`src/rtl/iob_ext_mem_arbiter.sv`:
```
// Round-robin arbiter sharing one IOb slave port between N_MASTERS IOb masters.
// A grant covers one whole transaction: acceptance for writes, rvalid for reads.
module iob_ext_mem_arbiter #(
  parameter int N_MASTERS = 2,
  parameter int ADDR_W    = 32,
  parameter int DATA_W    = 32
) (
  input  logic                            clk_i,
  input  logic                            arst_i,
  input  logic                            cke_i,
  input  logic [N_MASTERS-1:0]            m_avalid_i,
  input  logic [N_MASTERS*ADDR_W-1:0]     m_addr_i,
  input  logic [N_MASTERS*DATA_W-1:0]     m_wdata_i,
  input  logic [N_MASTERS*DATA_W/8-1:0]   m_wstrb_i,
  output logic [N_MASTERS-1:0]            m_ready_o,
  output logic [DATA_W-1:0]               m_rdata_o,
  output logic [N_MASTERS-1:0]            m_rvalid_o,
  output logic                            s_avalid_o,
  output logic [ADDR_W-1:0]               s_addr_o,
  output logic [DATA_W-1:0]               s_wdata_o,
  output logic [DATA_W/8-1:0]             s_wstrb_o,
  input  logic                            s_ready_i,
  input  logic [DATA_W-1:0]               s_rdata_i,
  input  logic                            s_rvalid_i,
  output logic [$clog2(N_MASTERS)-1:0]    grant_o
);

  localparam int G_W = $clog2(N_MASTERS);
  localparam int S_W = DATA_W / 8;

  typedef enum logic [1:0] {IDLE, GRANT, RD_WAIT} state_t;

  state_t         state;
  logic [G_W-1:0] grant;
  logic [G_W-1:0] rr;
  logic [G_W-1:0] next_grant;
  logic [G_W-1:0] sel;
  logic           in_grant;

  function automatic logic [G_W-1:0] wrap_inc(input logic [G_W-1:0] g);
    if (int'(g) == N_MASTERS - 1) return '0;
    return g + 1'b1;
  endfunction

  // First requester found scanning rr, rr+1, ... modulo N_MASTERS.
  always_comb begin : rr_scan
    int   idx;
    logic found;
    idx        = 0;
    found      = 1'b0;
    next_grant = rr;
    for (int i = 0; i < N_MASTERS; i++) begin
      idx = int'(rr) + i;
      if (idx >= N_MASTERS) idx = idx - N_MASTERS;
      if (!found && m_avalid_i[idx]) begin
        found      = 1'b1;
        next_grant = G_W'(idx);
      end
    end
  end

  // Outside GRANT the slave request fields carry master 0's inputs.
  assign in_grant = (state == GRANT);
  assign sel      = in_grant ? grant : '0;

  assign s_avalid_o = in_grant & m_avalid_i[sel];
  assign s_addr_o   = m_addr_i[int'(sel)*ADDR_W +: ADDR_W];
  assign s_wdata_o  = m_wdata_i[int'(sel)*DATA_W +: DATA_W];
  assign s_wstrb_o  = m_wstrb_i[int'(sel)*S_W +: S_W];
  assign m_rdata_o  = s_rdata_i;
  assign grant_o    = grant;

  // Handshake: a request transfers on a cycle where avalid and ready are both
  // high; ready and rvalid are forwarded to the owner only, with no added delay.
  always_comb begin
    m_ready_o  = '0;
    m_rvalid_o = '0;
    if (in_grant) m_ready_o[grant] = s_ready_i;
    if (state == RD_WAIT) m_rvalid_o[grant] = s_rvalid_i;
  end

  always_ff @(posedge clk_i or posedge arst_i) begin
    if (arst_i) begin
      state <= IDLE;
      grant <= '0;
      rr    <= '0;
    end else if (cke_i) begin
      case (state)
        IDLE: begin
          if (|m_avalid_i) begin
            grant <= next_grant;
            state <= GRANT;
          end
        end
        GRANT: begin
          // A request withdrawn before acceptance releases the port without
          // advancing rr.
          if (!s_avalid_o) begin
            state <= IDLE;
          end else if (s_ready_i) begin
            if (|s_wstrb_o) begin
              state <= IDLE;
              rr    <= wrap_inc(grant);
            end else begin
              state <= RD_WAIT;
            end
          end
        end
        RD_WAIT: begin
          if (s_rvalid_i) begin
            state <= IDLE;
            rr    <= wrap_inc(grant);
          end
        end
        default: state <= IDLE;
      endcase
    end
  end

endmodule

```
`config.mk`:
```
export PLATFORM = sky130hd
export DESIGN_NAME = iob_ext_mem_arbiter
export DESIGN_NICKNAME = d
export VERILOG_FILES = /design/src/rtl/iob_ext_mem_arbiter.sv
export SDC_FILE = /design/constraint.sdc
export NUM_CORES = 1
export LEC_CHECK = 0
export ABC_AREA = 0
export BUFFER_PORTS_ARGS = -buffer_cell sky130_fd_sc_hd__buf_2
export CAP_MARGIN = 30
export CORE_AREA = 2 2 108 110
export CTS_CLUSTER_SIZE = 24
export DETAILED_ROUTE_END_ITERATION = 10
export DIE_AREA = 0 0 110 112
export SYNTH_ARGS = -nofsm -noshare
export SYNTH_HDL_FRONTEND = slang
export SYNTH_SLANG_ARGS = --single-unit
```
`constraint.sdc`:
```
create_clock -name clk_i -period 3.8 [get_ports clk_i]
set_clock_uncertainty 0.05 [all_clocks]
set_input_delay 0.76 -clock clk_i [delete_from_list [all_inputs] [get_ports clk_i]]
set_output_delay 0.76 -clock clk_i [all_outputs]
set_load 0.05 [all_outputs]
```
# After elaboration in Yosys (flattened, before gate mapping)
# Index checks and enable logic that the tools add are counted.
dict set report op_classes {
  mux 41
  n_eq_ne 8
  add_sub_neg 4
  n_bitwise 3
  magnitude_cmp 7
  shift 3
  n_reduce_logical 10
}
# cell count
set ops {}
lappend ops {{64-bit by 7-bit indexed part select with 32-bit output} 2}
lappend ops {{32-bit by 3-bit less-than comparator with 1-bit output, second input constant} 2}
lappend ops {{32-bit 2-to-1 mux} 2}
lappend ops {{1-bit 2-to-1 mux} 29}
lappend ops {{2-bit 2-to-1 mux} 7}
lappend ops {{2-bit inequality test, second input constant} 4}
lappend ops {{8-bit by 4-bit indexed part select with 4-bit output} 1}
lappend ops {{2-bit one-hot mux with 3 select lines} 1}
lappend ops {{6-bit AND reduction} 1}
lappend ops {{2-bit AND} 2}
lappend ops {{1-bit by 2-bit less-than comparator with 1-bit output, second input constant} 2}
lappend ops {{4-bit AND reduction} 1}
lappend ops {{4-bit OR reduction} 1}
lappend ops {{3-bit inequality test, second input constant} 1}
lappend ops {{3-bit AND reduction} 1}
lappend ops {{1-bit by 2-bit subtractor with 3-bit output, second input constant} 1}
lappend ops {{2-bit by 2-bit subtractor with 3-bit output, second input constant} 1}
lappend ops {{1-bit by 1-bit adder with 2-bit output, second input constant} 1}
lappend ops {{2-bit by 1-bit equality test with 1-bit output, second input constant} 1}
lappend ops {{2-bit equality test, second input constant} 1}
lappend ops {{1-bit by 2-bit >= comparator with 1-bit output, second input constant} 1}
lappend ops {{2-bit >= comparator, second input constant} 1}
lappend ops {{1-bit logical AND} 2}
lappend ops {{2-bit zero test} 1}
lappend ops {{other kinds (9)} 9}
dict set report word_totals {
  inputBits 175
  reg_bits 4
  output_inout_bits 106
}

# Depth between registers and ports, before layout
# Gate-level depths: netlist of the first run.
dict set report logic_depth {
  word_depth 14
  depth_mapped 5
  ltp_nobuf 4
}

# Least setup slack after synthesis of the first run
# Ideal clock, no wire load.
dict set report synth_path {
  kind {register to output}
  startpoint {register grant, in the netlist grant_o}
  endpoint {output m_ready_o[1]}
  arrival_ps 1901
  path_slack_ps 1089
  path_buffers 3
  path_stages_with_launch 6
  cell_sequence {dfrtp_1 > buf_4 > nand3b_4 > buf_6 > buf_6 > nor2_1}
}
dict set report synth_via {
  elab_chain_len 6
  elab_cells_between_ends 7
}
# element line
set synth_lines {}
lappend synth_lines {{from (decl)} 34} ;# logic [G_W-1:0] grant;
lappend synth_lines {{from (signal assigned)} 91} ;# grant <= next_grant;
lappend synth_lines {{1-bit by 2-bit less-than comparator with 1-bit output (not written as such) / 1-bit >= comparator (equally long branches)} 78} ;# if (in_grant) m_ready_o[grant] = s_ready_i;
lappend synth_lines {{1-bit logical AND (not written as such)} 78}
lappend synth_lines {{1-bit 2-to-1 mux (not written as such)} 78}
lappend synth_lines {{1-bit demux with 1-bit select *} 78}
lappend synth_lines {{2-bit AND (no source line) *} -}
lappend synth_lines {{2-bit 2-to-1 mux *} 78}
lappend synth_lines {{to (decl)} 15} ;# output logic [N_MASTERS-1:0] m_ready_o,
# Mark *: on every way between the ends. The rest lies on a longest branch, timed or not.

# Final worst setup path of the first run
dict set report layout_path {
  startpoint {register grant, in the netlist grant_o}
  endpoint {output s_wdata_o[28]}
}
dict set report layout_via {
  elab_chain_len 2
}
# element line
set layout_lines {}
lappend layout_lines {{1-bit 2-to-1 mux} 64} ;# assign sel = in_grant ? grant : '0;
lappend layout_lines {{64-bit by 7-bit indexed part select with 32-bit output} 68} ;# assign s_wdata_o = m_wdata_i[int'(sel)*DATA_W +: DATA_W];
lappend layout_lines {{to (decl)} 20} ;# output logic [DATA_W-1:0] s_wdata_o,
# Every way passes these cells.

==> run metrics, run 1 <==
status=completed; FP Rows=39; Final period util=82.1%; area fraction of the dominant cell type after synthesis=46.8%; largest net degree at the start of global routing=39; Area growth syn-to-layout=73.5%; logic gate share of total power=a little over 80%; Clk Latency, worst-skew pair=~230 ps; Num Clock Sinks=4; worst setup path class=flop to primary output; Post-Synthesis Cells=approximately 150; crit-path max FO=38; share of layout cells above drive strength 1=approximately nine tenths; Clk pwr share=between 10 and 15%; Setup crit end kind=primary output; Synth Area per Inst=roughly 9.6 sq um; die width=~110 microns; die height=approximately 110 microns; Final HPWL DP=6.82 mm; max-slew violations=0; final-report setup violation count=0; DRC=0; crit path DAT=approximately 2300 ps; post-synth cell types=23; CORE AREA=0.0112 sq mm; Net Sw Power=between 700 and 800 uW; root buf cell=clkbuf_16; Initial Util=12.7%; final core utilization=~22%; post-place instance area=about 0.0024 sq mm; worst-path cell chain=nand3b_4 -> buf_4 -> mux2_2 -> buf_2; antenna viol nets, final=0; vias in the first global route=roughly 1,800; buffers and inverters on the worst path=2; critical path's top delay family=buffers and inverters; Post-CTS Hold Buffers=0; Synth Warn #=0; H-Tree Depth=1; sequential fraction of the synthesis area=7.05%; sequential share of power=approximately 5.3%; Clock transition at path regs=approximately 30 ps; crit path time final=3120 ps; Power Density=around 540 mW/mm^2; vias per inst=3.95; Layout Nets=504; postcts setup bufs=0; P_leak=1.38 nW; CTS buffer count=3; Syn Nets=around 320; Worst Hold Class=input port to asynchronous set/reset pin; CTS resizes=0; RePlAce Congestion=0.850; DR WL/cell=~16 microns; RSZ-0062 raised after global routing=false; Post-Route WL=around 7.5 mm; Synth Cell Area=0.00142 sq mm; CTS tree=built; number of antenna violations at the first check in global routing=1; buffers added on ports=~220; Max Clk Rate=between 300 and 400 MHz; Tightest Pin Transition=around 530 ps; VDD IR max=roughly 0.00024 V; die footprint=roughly 0.012 sq mm; 1st-iter DRT viols=~70; DR pass1 iterations=4; CP max-delay cell=buf_4; max-cap check violation count=0; Sw Share=60.3%; Setup crit start kind=flop; Ports=~280; max_slew headroom=64.9%; Crit path required time=about 3000 ps; Setup TNS Final=0 ps; Hold Slack=~360 ps; Yosys reg bits=4; first-pass GRT wire length=around 10 mm; DR vias=1,860; delay of the slowest critical-path stage=between 500 and 600 ps; filler cell count=between 1,000 and 1,500; fin area=about 0.0025 sq mm; aggregate global routing overflow=0; Max Root-Sink Buffers=2; most area-hungry cell type in the Yosys netlist=mux2_2; Synth area leaders=mux2_2 47%, buf_4 18%, mux2_4 9.5%; Overall Global Routing Usage=between 10% and 20%; Cell Int Power=~520 uW; Final Hold Vio Count=0
## cells in the final DEF (no fill, tap or decap), drive strengths merged
master and instances:
nor2 6, buf 217, nand4 1, nand2 5, o21ai 2, nor3 3, o221a 1, diode 1
dfrtp 4, inv 4, a21oi 1, mux2 68, nand2b 1, clkbuf 3, a31oi 1, mux2i 2
o41ai 2, o211ai 1, nor4 2, nand3b 3
## flip-flops by register name, indices dropped and copies added, names as in the netlist
name	flops
grant_o	1
rr	1
state	2
## layer usage
| metal | routed length (microns) | up-vias | GRT usage, % | part of all wire (%) |
|---|---|---|---|---|
| met5 | 0 | - | 0 | 0 |
| met4 | 53 | 0 | 2.28 | 0.71 |
| met3 | 855 | 4 | 2.81 | 11 |
| met2 | 4000 | 157 | 21.4 | 53 |
| met1 | 2600 | 838 | 11.6 | 35 |
| li1 | - | 861 | - | - |
## per-stage QoR
stage                     worst slack (ps)  instances  total power [mW]
after CTS                              654        470              1.33
after global routing                   559        471              1.38
after floorplan                       1090        148              1.03
after global placement                 985        467              1.15
final                                  680        471              1.32
after detailed placement               889        467              1.16
## logic make-up (layout without fill, tap and decap cells)
group	count (synthesis)	count (layout)	share of synthesized area, %
compound gates	8	8	4.59
buf+inv	45	224	22.4
flops	4	4	7.05
mux	70	70	57.8
other cells	0	1	0
simple gates	21	21	8.20
## synthesized netlist by cell type (all sizes together)
library cell / instances
o211ai: 1
nor4: 2
nor2: 6
nand3b: 3
o41ai: 2
mux2i: 2
o221a: 1
dfrtp: 4
nand2: 5
buf: 41
a31oi: 1
a21oi: 1
mux2: 68
nand2b: 1
nand4: 1
nor3: 3
o21ai: 2
inv: 4
## layout make-up
class	instances	area, sq um	share of cell area [%]
clock buffers	3	75.1	3.05
well taps	143	179	7.27
multi-input cells	99	1000	40.7
diodes	1	2.50	0.102
inverters	4	15.0	0.610
flip-flops and latches	4	100	4.07
repair buffers	217	1090	44.2
## final timing paths
kind / startpoint / endpoint / slack, ps / cells past startpoint
max: grant_o / s_wdata_o[28] / 680 / 4
min: arst_i / grant_o / 360 / 2
max reg2reg: grant_o / rr / 1970 / 4
min reg2reg: rr / grant_o / 520 / 2
max in group asynchronous: arst_i / state[1] / 3170 / 2
min in group clk_i: rr / grant_o / 520 / 2
## power groups by stage
| stage | Combinational, mW | Sequential (mW) | Clock [mW] |
|---|---|---|---|
| floorplan | 0.958 | 0.0685 | 0 |
| global placement | 1.08 | 0.0694 | 0 |
| detailed placement | 1.09 | 0.0707 | 0 |
| CTS | 1.10 | 0.0702 | 0.169 |
| global route | 1.14 | 0.0721 | 0.170 |
| finish | 1.08 | 0.0701 | 0.167 |
Power figures use the tool's default switching activity.
==> run 2: changes to the inputs <==
--- a/config.mk
+++ b/config.mk
@@ -8,10 +8,10 @@
 export ABC_AREA = 0
 export BUFFER_PORTS_ARGS = -buffer_cell sky130_fd_sc_hd__buf_2
 export CAP_MARGIN = 30
-export CORE_AREA = 2 2 108 110
+export CORE_AREA = 2 2 109 111
 export CTS_CLUSTER_SIZE = 24
 export DETAILED_ROUTE_END_ITERATION = 10
-export DIE_AREA = 0 0 110 112
+export DIE_AREA = 0 0 111 113
 export SYNTH_ARGS = -nofsm -noshare
 export SYNTH_HDL_FRONTEND = slang
 export SYNTH_SLANG_ARGS = --single-unit
==> constraint.sdc (replaced) <==
create_clock -name clk_i -period 3.04 [get_ports clk_i]
set_clock_uncertainty 0.05 [all_clocks]
set_input_delay 0.608 -clock clk_i [delete_from_list [all_inputs] [get_ports clk_i]]
set_output_delay 0.608 -clock clk_i [all_outputs]
set_load 0.05 [all_outputs]
==> run 2 against run 1 <==
Against the previous run: routed wire length increased by 8.2%; clock power increased by 22%; core utilization about the same; clock-buffer cell count unchanged; via count unchanged; first-iteration DRC count decreased by 34%; final area increased by 0.71%; power increased by 27%; largest cell class unchanged; largest power group unchanged; highest routed layer unchanged.
==> run metrics, run 2 (same netlist as run 1, synthesis figures left out) <==
DRC=0 (unchanged); CORE AREA=0.0113 sq mm (was 0.0112 sq mm); Final Hold Vio Count=0 (unchanged); crit path time final=2530 ps; H-Tree Depth=1 (unchanged); Net Sw Power=1.00 mW (was 796 uW); die footprint=0.0125 sq mm (was 0.0123 sq mm); met3 usage=3.21% (was 2.81%); met1 usage=14.6% (was 11.6%); Final HPWL DP=7.48 mm (was 6.82 mm); Clk Latency, worst-skew pair=220 ps (was 230 ps); diode count=0 (was 1); share of layout cells above drive strength 1=88.7% (about the same); aggregate global routing overflow=0 (unchanged); first-pass GRT wire length=10.9 mm (was 10.0 mm); max-cap check violation count=0 (unchanged); most frequent cells in the layout=216 x buf_2, 59 x mux2_2, 9 x mux2_4, 6 x nor2_1, 5 x nand2_1 (unchanged); Post-Route WL=8.12 mm (was 7.51 mm); buffers added on ports=216 (unchanged); RePlAce Congestion=0.895 (was 0.850); Post-Place Setup Slack=738 ps (was 889 ps); delay of the slowest critical-path stage=470 ps (was 530 ps); Layout Nets=505 (was 504); sequential share of power=5.1% (was 5.3%); most common cell after layout, fill and taps aside=buf_2 (unchanged); largest net degree at the start of global routing=40 (was 39); FP Rows=39 (unchanged); worst-path cell chain=nand3b_4 -> buf_4 -> mux2_2 -> buf_2 (unchanged); antenna viol nets, final=0 (unchanged); Most flops, register=state (unchanged); Setup crit end kind=primary output (unchanged); Num Clock Sinks=4 (unchanged); Crit path required time=2380 ps (was 2990 ps); crit-path max FO=17 (was 38); Sw Share=60.0% (was 60.3%); Final period util=83.3%; vias in the first global route=1,805 (was 1,820); Setup crit start kind=flop (unchanged); Power Density=674 mW/mm^2 (was 536 mW/mm^2); CP max-delay cell=dfrtp_1 (was buf_4); Cell Int Power=668 uW (was 524 uW); die height=113 microns (was 112 microns); max_slew headroom=68.0% (was 64.9%); CTS tree=built (unchanged); vias per inst=3.95 (unchanged); DR pass1 iterations=4 (unchanged); Max Root-Sink Buffers=2 (unchanged); worst setup path class=flop to primary output (unchanged); fin area=0.00248 sq mm (was 0.00246 sq mm); Max Clk Rate=slightly below 400 MHz; Initial Util=12.6% (was 12.7%); post-place instance area=0.00240 sq mm (was 0.00238 sq mm); Global Route met2 Usage=19.6% (was 21.4%); P_leak=1.39 nW (was 1.38 nW); Largest register FFs=2 (unchanged); busiest layer in global routing=met2 (unchanged); Setup TNS Final=0 ps (unchanged); crit path DAT=1870 ps (was 2310 ps); Clock transition at path regs=30 ps (about the same); final-report setup violation count=0 (unchanged); root buf cell=clkbuf_16 (unchanged); Clk pwr share=12.1% (was 12.7%); final worst setup slack=509 ps (was 680 ps); VDD IR max=0.000355 V (was 0.000241 V); Placed Instances=468 (was 467); die width=111 microns (was 110 microns); 1st-iter DRT viols=45 (was 68); Finished Layout Cells=471 (unchanged); Overall Global Routing Usage=11.4% (was 11.0%); Area growth syn-to-layout=74.7% (was 73.5%); logic gate share of total power=82.8% (was 82.0%); Worst Hold Class=input port to asynchronous set/reset pin (unchanged); status=completed (unchanged); number of antenna violations at the first check in global routing=0 (was 1); postcts setup bufs=0 (unchanged); max-slew violations=0 (unchanged); DR vias=1,860 (unchanged); DR WL/cell=17.2 microns (was 15.9 microns); Tightest Pin Transition=467 ps (was 527 ps); Post-CTS Hold Buffers=0 (unchanged); CTS buffer count=3 (unchanged); RSZ-0062 raised after global routing=false (unchanged); CTS resizes=0 (unchanged); Hold Slack=210 ps (was 364 ps); Ports=281 (unchanged)
-- run 2: cell count changes in the layout (fill, tap and decap cells not counted), sizes merged --
cell and delta:
buf +1, diode -1
-- run 2: through the flow --
step	power, mW	util [%]
6_report	1.67	22.0
5_1_grt	1.73	22.0
4_1_cts	1.69	22.0
3_5_place_dp	1.48	21.3
3_3_place_gp	1.46	21.3
2_1_floorplan	1.28	-
-- run 2: final timing paths --
path / startpoint / to / slack, ps / cells past startpoint
worst max-delay path: grant_o / s_wdata_o[5] / 510 / 4
max in group asynchronous: arst_i / state[0] / 2580 / 2
worst max register to register: grant_o / rr / 1400 / 4
worst min register to register: rr / grant_o / 520 / 2
worst min-delay path: arst_i / rr / 210 / 2
min in group clk_i: rr / grant_o / 520 / 2
-- run 2: area by class of cell --
type	count	area, sq um
clock buffers	3	75.1
fillers	1266	8790
inverters	4	15.0
multi-input cells	99	1000
flip-flops and latches	4	100
well taps	143	179
repair buffers	218	1110
-- run 2: layer usage --
| layer | wire length, microns | vias to the layer above |
|---|---|---|
| met2 | 3990 | 166 |
| met4 | 19 | 0 |
| met5 | 0 | - |
| li1 | - | 865 |
| met3 | 849 | 2 |
| met1 | 3270 | 827 |
-- run 2: power by group through the flow --
stage,registers (mW),clock network (mW),logic [mW]
after floorplan,0.0857,0,1.20
after global placement,0.0833,0,1.38
after detailed placement,0.0854,0,1.39
after CTS,0.0848,0.206,1.40
after global routing,0.0878,0.207,1.43
final,0.0851,0.203,1.38
-- run 2: critical path, delay by kind of cell, from the launching register on --
family | cells | cell delay (ps)
flops | 1 | 470
simple gates | 1 | 260
mux | 1 | 380
buf+inv | 2 | 520
